===== src/rtl/mole_scheduler_if.sv =====
// mole_scheduler_if
//   Groups the game-control and status signals of the mole scheduler.
//   master : the surrounding game logic (drives tick/start/rng/hit,
//            observes mole/score/miss/game_over status)
//   slave  : mole_scheduler itself
//   Signals:
//     tick        1-cycle timebase strobe
//     start       1-cycle new-game pulse
//     rand_num    16-bit rng value, changes without a strobe
//     hit_valid   1-cycle strike pulse
//     hit_idx     hole struck, valid with hit_valid
//     mole_onehot bit i high while mole i is up
//     score       hit count, saturating at 255
//     misses      miss count
//     game_over   high while the game is over
interface mole_scheduler_if #(
   parameter int N_MOLES = 9
);
   logic               tick;
   logic               start;
   logic [15:0]        rand_num;
   logic               hit_valid;
   logic [3:0]         hit_idx;
   logic [N_MOLES-1:0] mole_onehot;
   logic [7:0]         score;
   logic [3:0]         misses;
   logic               game_over;

   modport master (
      output tick, start, rand_num, hit_valid, hit_idx,
      input  mole_onehot, score, misses, game_over
   );

   modport slave (
      input  tick, start, rand_num, hit_valid, hit_idx,
      output mole_onehot, score, misses, game_over
   );
endinterface


===== src/rtl/mole_scheduler.sv =====
// mole_scheduler
//   Runs whack-a-mole rounds from a free-running 16-bit random stream.
//   Each fresh rng value picks the mole, its up-time and the gap before it
//   pops up. Hits on the raised mole score; letting it expire costs a miss,
//   and MAX_MISS misses end the game.
//   Ports:
//     clk    system clock
//     reset  asynchronous, active-high reset
//     bus    mole_scheduler_if.slave (tick/start/rand_num/hit in,
//            mole_onehot/score/misses/game_over out, all outputs registered)
module mole_scheduler #(
   parameter int N_MOLES  = 9,
   parameter int UP_MIN   = 8,
   parameter int GAP_MIN  = 2,
   parameter int MAX_MISS = 3
) (
   input  logic              clk,
   input  logic              reset,
   mole_scheduler_if.slave   bus
);

   typedef enum logic [2:0] {
      IDLE  = 3'd0,
      FETCH = 3'd1,
      GAP   = 3'd2,
      UP    = 3'd3,
      OVER  = 3'd4
   } state_t;

   typedef logic [N_MOLES-1:0] mole_t;

   state_t      state_q,     state_d;
   logic [15:0] last_num_q,  last_num_d;
   logic [3:0]  idx_q,       idx_d;
   logic [5:0]  up_len_q,    up_len_d;
   logic [5:0]  cnt_q,       cnt_d;
   mole_t       mole_q,      mole_d;
   logic [7:0]  score_q,     score_d;
   logic [3:0]  misses_q,    misses_d;
   logic        game_over_q, game_over_d;

   // Random decode of the value currently on the rng bus. Only used on the
   // cycle FETCH accepts a fresh value.
   // idx scales R[7:0] into 0..N_MOLES-1 without a divider; the product is
   // below 4096 for N_MOLES <= 16 so the result fits in 4 bits.
   logic [3:0]  idx_dec;
   logic [5:0]  up_dec;
   logic [5:0]  gap_dec;
   logic [3:0]  misses_inc;
   logic        hit_match;

   always_comb begin
      idx_dec    = 4'((16'(bus.rand_num[7:0]) * 16'(N_MOLES)) >> 8);
      up_dec     = 6'(UP_MIN)  + {2'b00, bus.rand_num[11:8]};
      gap_dec    = 6'(GAP_MIN) + {2'b00, bus.rand_num[15:12]};
      misses_inc = misses_q + 4'd1;
      hit_match  = bus.hit_valid && (bus.hit_idx == idx_q);
   end

   always_comb begin
      state_d     = state_q;
      last_num_d  = last_num_q;
      idx_d       = idx_q;
      up_len_d    = up_len_q;
      cnt_d       = cnt_q;
      mole_d      = mole_q;
      score_d     = score_q;
      misses_d    = misses_q;
      game_over_d = game_over_q;

      // start wins over everything else, in every state
      if (bus.start) begin
         score_d     = 8'd0;
         misses_d    = 4'd0;
         game_over_d = 1'b0;
         mole_d      = '0;
         state_d     = FETCH;
      end else begin
         case (state_q)
            IDLE: begin
            end

            // Wait for the rng to move on so no value is consumed twice.
            FETCH: begin
               if (bus.rand_num != last_num_q) begin
                  last_num_d = bus.rand_num;
                  idx_d      = idx_dec;
                  up_len_d   = up_dec;
                  cnt_d      = gap_dec;
                  state_d    = GAP;
               end
            end

            GAP: begin
               if (bus.tick) begin
                  if (cnt_q == 6'd1) begin
                     cnt_d   = up_len_q;
                     mole_d  = mole_t'(1) << idx_q;
                     state_d = UP;
                  end else begin
                     cnt_d = cnt_q - 6'd1;
                  end
               end
            end

            // A matching hit is checked first so a hit on the expiring tick
            // still scores.
            UP: begin
               if (hit_match) begin
                  if (score_q != 8'hFF) score_d = score_q + 8'd1;
                  mole_d  = '0;
                  state_d = FETCH;
               end else if (bus.tick) begin
                  if (cnt_q == 6'd1) begin
                     misses_d = misses_inc;
                     mole_d   = '0;
                     if (misses_inc == 4'(MAX_MISS)) begin
                        game_over_d = 1'b1;
                        state_d     = OVER;
                     end else begin
                        state_d = FETCH;
                     end
                  end else begin
                     cnt_d = cnt_q - 6'd1;
                  end
               end
            end

            OVER: begin
            end

            default: state_d = IDLE;
         endcase
      end
   end

   always_ff @(posedge clk or posedge reset) begin
      if (reset) begin
         state_q     <= IDLE;
         last_num_q  <= 16'd0;
         idx_q       <= 4'd0;
         up_len_q    <= 6'd0;
         cnt_q       <= 6'd0;
         mole_q      <= '0;
         score_q     <= 8'd0;
         misses_q    <= 4'd0;
         game_over_q <= 1'b0;
      end else begin
         state_q     <= state_d;
         last_num_q  <= last_num_d;
         idx_q       <= idx_d;
         up_len_q    <= up_len_d;
         cnt_q       <= cnt_d;
         mole_q      <= mole_d;
         score_q     <= score_d;
         misses_q    <= misses_d;
         game_over_q <= game_over_d;
      end
   end

   assign bus.mole_onehot = mole_q;
   assign bus.score       = score_q;
   assign bus.misses      = misses_q;
   assign bus.game_over   = game_over_q;

endmodule


===== src/flat_wrapper.sv =====
// flat-port wrapper written by rule: the top's interface ports become plain ports
module mole_scheduler_flat 
#(
   parameter int N_MOLES  = 9,
   parameter int UP_MIN   = 8,
   parameter int GAP_MIN  = 2,
   parameter int MAX_MISS = 3
)
  (clk, reset, bus_tick, bus_start, bus_rand_num, bus_hit_valid, bus_hit_idx, bus_mole_onehot, bus_score, bus_misses, bus_game_over);
  mole_scheduler_if #(.N_MOLES(N_MOLES)) bus_i ();
  input  logic clk;
  input  logic reset;
  input wire logic [$bits(bus_i.tick)-1:0] bus_tick;
  input wire logic [$bits(bus_i.start)-1:0] bus_start;
  input wire logic [$bits(bus_i.rand_num)-1:0] bus_rand_num;
  input wire logic [$bits(bus_i.hit_valid)-1:0] bus_hit_valid;
  input wire logic [$bits(bus_i.hit_idx)-1:0] bus_hit_idx;
  output wire logic [$bits(bus_i.mole_onehot)-1:0] bus_mole_onehot;
  output wire logic [$bits(bus_i.score)-1:0] bus_score;
  output wire logic [$bits(bus_i.misses)-1:0] bus_misses;
  output wire logic [$bits(bus_i.game_over)-1:0] bus_game_over;
  assign bus_i.tick = bus_tick;
  assign bus_i.start = bus_start;
  assign bus_i.rand_num = bus_rand_num;
  assign bus_i.hit_valid = bus_hit_valid;
  assign bus_i.hit_idx = bus_hit_idx;
  assign bus_mole_onehot = bus_i.mole_onehot;
  assign bus_score = bus_i.score;
  assign bus_misses = bus_i.misses;
  assign bus_game_over = bus_i.game_over;
  mole_scheduler #(.N_MOLES(N_MOLES), .UP_MIN(UP_MIN), .GAP_MIN(GAP_MIN), .MAX_MISS(MAX_MISS)) u_core (.clk(clk), .reset(reset), .bus(bus_i));
endmodule

===== config.mk =====
export PLATFORM = sky130hd
export DESIGN_NAME = mole_scheduler_flat
export DESIGN_NICKNAME = d
export VERILOG_FILES = /design/src/rtl/mole_scheduler_if.sv /design/src/rtl/mole_scheduler.sv /design/src/flat_wrapper.sv
export SDC_FILE = /design/constraint.sdc
export NUM_CORES = 1
export LEC_CHECK = 0
export ABC_AREA = 1
export CORE_MARGIN = 2
export CORE_UTILIZATION = 45
export CTS_CLUSTER_SIZE = 25
export DETAILED_ROUTE_END_ITERATION = 10
export GPL_ROUTABILITY_DRIVEN = 0
export PLACE_DENSITY = 0.68
export SYNTH_ARGS = -nofsm -noshare
export SYNTH_HDL_FRONTEND = slang
export SYNTH_SLANG_ARGS = --single-unit
export TNS_END_PERCENT = 20

===== constraint.sdc =====
create_clock -name clk -period 2.65 [get_ports clk]
set_input_delay 0.3975 -clock clk [delete_from_list [all_inputs] [get_ports clk]]
set_output_delay 0.3975 -clock clk [all_outputs]
set_load 0.05 [all_outputs]

Yosys cells after proc, flatten, opt, wreduce, memory -nomap -nowiden
Index checks and enable logic that the tools add are counted.
Widths: inputs -> output; s select.

storage, ports and cells
  flip-flop bits (word level) = 57
  input bits = 25
  output and inout bits = 22
  logic and storage cells = 94

cells by class
  $add $sub $neg = 5
  multipliers = 1
  equality and inequality tests = 21
  shift operators = 1
  mux-type cells = 38
  bitwise operators = 1
  reduce and logical (&&, ||, !) cells = 18

operators by type and width
  cell                  count
  $mux 9                6
  $mux 6                6
  $mux 8                4
  $mux 3                8
  $mux 4                5
  $pmux 6 s3            1
  $pmux 9 s2            1
  $ne 16x16->1          1
  $mul 8x4->12 const B  1
  $pmux 3 s4            1
  $reduce_bool 2->1     6
  $ne 2x2->1 const B    5
  $reduce_and 5->1      2
  $shl 1x4->9 const A   1
  $add 8x1->8 const B   1
  $ne 8x8->1 const B    1
  $reduce_and 7->1      1
  $eq 3x2->1 const B    2
  $eq 6x1->1 const B    1
  $mux 1                6
  $ne 3x2->1 const B    2
  $reduce_and 3->1      2
  $reduce_and 6->1      1
  $reduce_bool 3->1     2
  other kinds (17)      18

Logic depth before layout (Yosys ltp)
  word-level depth = 8
  depth in mapped cells = 11
  depth with buffers taken out = 11

Worst setup path after synthesis
No wires, ideal clock.

  kind = reg-to-reg
  start = register u_core.score_q[0], in the netlist u_core.bus.score[0]
  end = register u_core.score_q[3], in the netlist u_core.bus.score[3]
  arrival = 1,692 ps
  data required time = 2,518 ps
  setup slack = 826 ps
  stages on the path, launching flop included = 10
  path buffers = 0
  cells stage by stage = dfrtp_1 ha_1 nand2_1 inv_1 nand3_1 o21ai_2 nor2_1 nand2_1 xor2_1 nor2_1

between the ends
  cells in the longest elaborated chain, start to end = 5
  elaborated cells between the ends (all ways) = 8
  classes of those cells = add/sub (1); eq/ne (1); mux (4); reduce/logical (2)

ends and longest elaborated chain
  element                 line                   RTL
  from (decl)             mole_scheduler.sv:38   logic [7:0] score_q, score_d;
  from (signal assigned)  mole_scheduler.sv:155  score_q <= score_d;
  $add 8x1->8             mole_scheduler.sv:110  if (score_q != 8'hFF) score_d = score_q + 8'd1;
  $mux 8                  mole_scheduler.sv:110
  $mux 8                  mole_scheduler.sv:109  if (hit_match) begin
  $mux 8                  mole_scheduler.sv:79   case (state_q)
  $mux 8                  mole_scheduler.sv:72   if (bus.start) begin

Parallel ways exist; a longest one is shown, timed or not. The select of a mux whose other input is x is not followed.
A chain may end at the register's enable or synchronous reset.

Worst setup path after layout
  start = input bus_rand_num[7]
  end = register u_core.idx_q[2]

between the ends
  cells in the longest elaborated chain, start to end = 2
  elaborated cells between the ends (all ways) = 3
  classes of those cells = mul (1); eq/ne (1); reduce/logical (1)

ends and longest elaborated chain
  element                                                               line                   RTL
  from (decl)                                                           flat_wrapper.sv:15     input wire logic [$bits(bus_i.rand_num)-1:0] bus_rand_num;
  parallel branches: the longest is 2 deep, another holds $mul 8x4->12  --
  to (signal assigned)                                                  mole_scheduler.sv:151  idx_q <= idx_d;
  to (decl)                                                             mole_scheduler.sv:34   logic [3:0] idx_q, idx_d;

Several ways; the timed one is not identified.

==> results.tsv <==
metric	value	unit
status	finished clean	
cp_data_required_time	2.84	ns
area_growth	20.1	%
slew_headroom	0.621	
yosysWarnings	0	
worst_pin_slew	0.568	ns
cap_violations	0	
hold_viol	0	
synth_nets	511	
hold_class	primary input to async pin	
seqCellArea	1300	um2
antenna_found_initial	0	
grt_pass1_wl	12.9	mm
fin_crit_sh	0.789	
grt-ovfl-total	0	
setup_viol_count_final	0	
clk_latency	0.30	ns
power.leakage	2.08	nW
num_vias	2988	
grt.total_usage	0.188	
fin_nets	560	
rows	31	
crit_path_end_kind	flip-flop	
avgSynthCellArea	7.03	um2
cts_made_buffers	5	
holdBufCountCts	0	
vdd_drop_max	0.000348	V
ys_seq_area_frac	0.392	
cp_max_fo	4	
final_cell_mix	nand2_1 (149), inv_1 (66), dfrtp_1 (52)	
path_clk_slew	0.09	ns
die_h	89.9	um
synthCells	472	
grt_pass1_vias	3023	
p_total	3.20	mW
ios	47	
synth_top_cell_area_share	0.392	
drt-vias-per-instance	4.81	
cts_buffer_depth	2	
num-fill-cells	701	
ys_seq_elements	52	
start_util	0.460	
finalWirelength	6.97	mm
die_w	89.9	um
fmax	0.479	GHz
worstPathArrival	2.28	ns
final_common_cell	nand2_1	
routedWlPerCell	11.2	um
dpl_cell_area	3900	um2
drc_errors	0	
place_hpwl	5.42	mm
postCtsSetupBuffers	0	
n_antenna_cell	0	
synth.area.top_cells	dfrtp_1 (39%), nand2_1 (17%), inv_1 (7.6%)	
drive_above_1_share	0.0632	
syn_area	3320	um2
cts_htree_levels	2	
drtIter0Drc	109	
dieArea	8080	um2
grt_start_max_net_pins	29	
clock-sinks	52	
fin_setup_tns	0	ns
cts_tree	built	
portBuffers	46	
rsz0062_at_grt	false	
core	7210	um2
final_area	3990	um2
cts_resized	0	
yosys.area.top_type	dfrtp_1	
period_needed	2.09	ns
slew_violations	0	
crit_path_start_kind	primary input	
dr.pass1.iters	4	
skew	0.00744	ns
cts_root_buf	clkbuf_8	
ys_types	33	
multi_input_area	1710	um2
worstSetupPathType	primary input to flip-flop	
drtAntennaViolNets	0	
pwr_density_cell	802	nW/um2
cell usage after synthesis (all sizes together):
cell and n:
a21o 1, a21oi 12, a22oi 2, buf 4, clkbuf 3, dfrtp 52
ha 14, inv 72, nand2 155, nand3 34, nand3b 1, nand4 8
nor2 57, nor3 3, nor4 1, o211ai 2, o21a 1, o21ai 38
or2 1, xnor2 5, xor2 6
state kept, by name (all words and copies together) (netlist names):
| register | flops |
|---|---|
| u_core.last_num_q | 16 |
| u_core.bus.mole_onehot | 9 |
| u_core.bus.score | 8 |
| u_core.cnt_q | 6 |
| u_core.bus.misses | 4 |
| u_core.idx_q | 4 |
| u_core.state_q | 3 |
| u_core.bus.game_over | 1 |
| u_core.up_len_q | 1 |
per-layer routing:
| layer | GRT usage | wire length, um |
|---|---|---|
| met5 | 0 | 0 |
| met2 | 0.330 | 3360 |
| met3 | 0.0310 | 233 |
| met4 | 0.0487 | 33 |
| met1 | 0.243 | 3340 |
power breakdown:
group	internal [mW]	switching [mW]
Combinational	0.528	0.955
Clock	0.214	0.259
Sequential	1.04	0.206
cells by family (layout without fill, tap and decap cells):
kind of cell	after synthesis	in the layout	synth area share
and+or+nand+nor	260	260	0.341
buffers and inverters	79	129	0.0939
AOI/OAI and AO/OA	56	56	0.0913
DFF	52	52	0.392
adders and majority gates	14	14	0.0528
xor gates and xnor gates	11	11	0.0290
critical path, stage by stage:
cell	delay (ns)
clkdlybuf4s50_1	0.57
ha_1	0.27
ha_1	0.32
a21o_1	0.18
a22oi_1	0.15
nand2_1	0.11
xor2_1	0.15
nand2_1	0.06
o21ai_0	0.07
cell type report:
class	instances	area share
clock buffer	8	0.0226
inverter	72	0.0678
multi-input combinational	341	0.428
sequential	52	0.326
tap	99	0.0311
timing repair buffer	49	0.124
per-stage QoR:
| step | hold WS [ns] | util | cells | worst slack (ns) |
|---|---|---|---|---|
| floorplan | 0.453 | - | 472 | 0.826 |
| detailed placement | 0.462 | 0.540 | 613 | 0.264 |
| global route | 0.508 | 0.553 | 621 | 0.402 |
| global placement | 0.457 | 0.540 | 613 | 0.324 |
| CTS | 0.486 | 0.553 | 621 | 0.598 |
| finish | 0.461 | 0.553 | 621 | 0.560 |
path summary, 6_finish.rpt:
check | startpoint | endpoint | cells after the start | slack (ns)
max | bus_rand_num[7] | u_core.idx_q[2]$_DFFE_PP0P_ | 9 | 0.56
min | reset | u_core.bus.mole_onehot[3]$_DFFE_PP0P_ | 2 | 0.46
max reg2reg | u_core.cnt_q[1]$_DFFE_PP0P_ | u_core.bus.mole_onehot[1]$_DFFE_PP0P_ | 11 | 0.70
min reg2reg | u_core.bus.mole_onehot[6]$_DFFE_PP0P_ | u_core.bus.mole_onehot[6]$_DFFE_PP0P_ | 2 | 0.48
max in group asynchronous | reset | u_core.state_q[2]$_DFFE_PP0P_ | 3 | 1.65
min in group clk | u_core.bus.mole_onehot[6]$_DFFE_PP0P_ | u_core.bus.mole_onehot[6]$_DFFE_PP0P_ | 2 | 0.48
(Power assumes the default switching activity.)
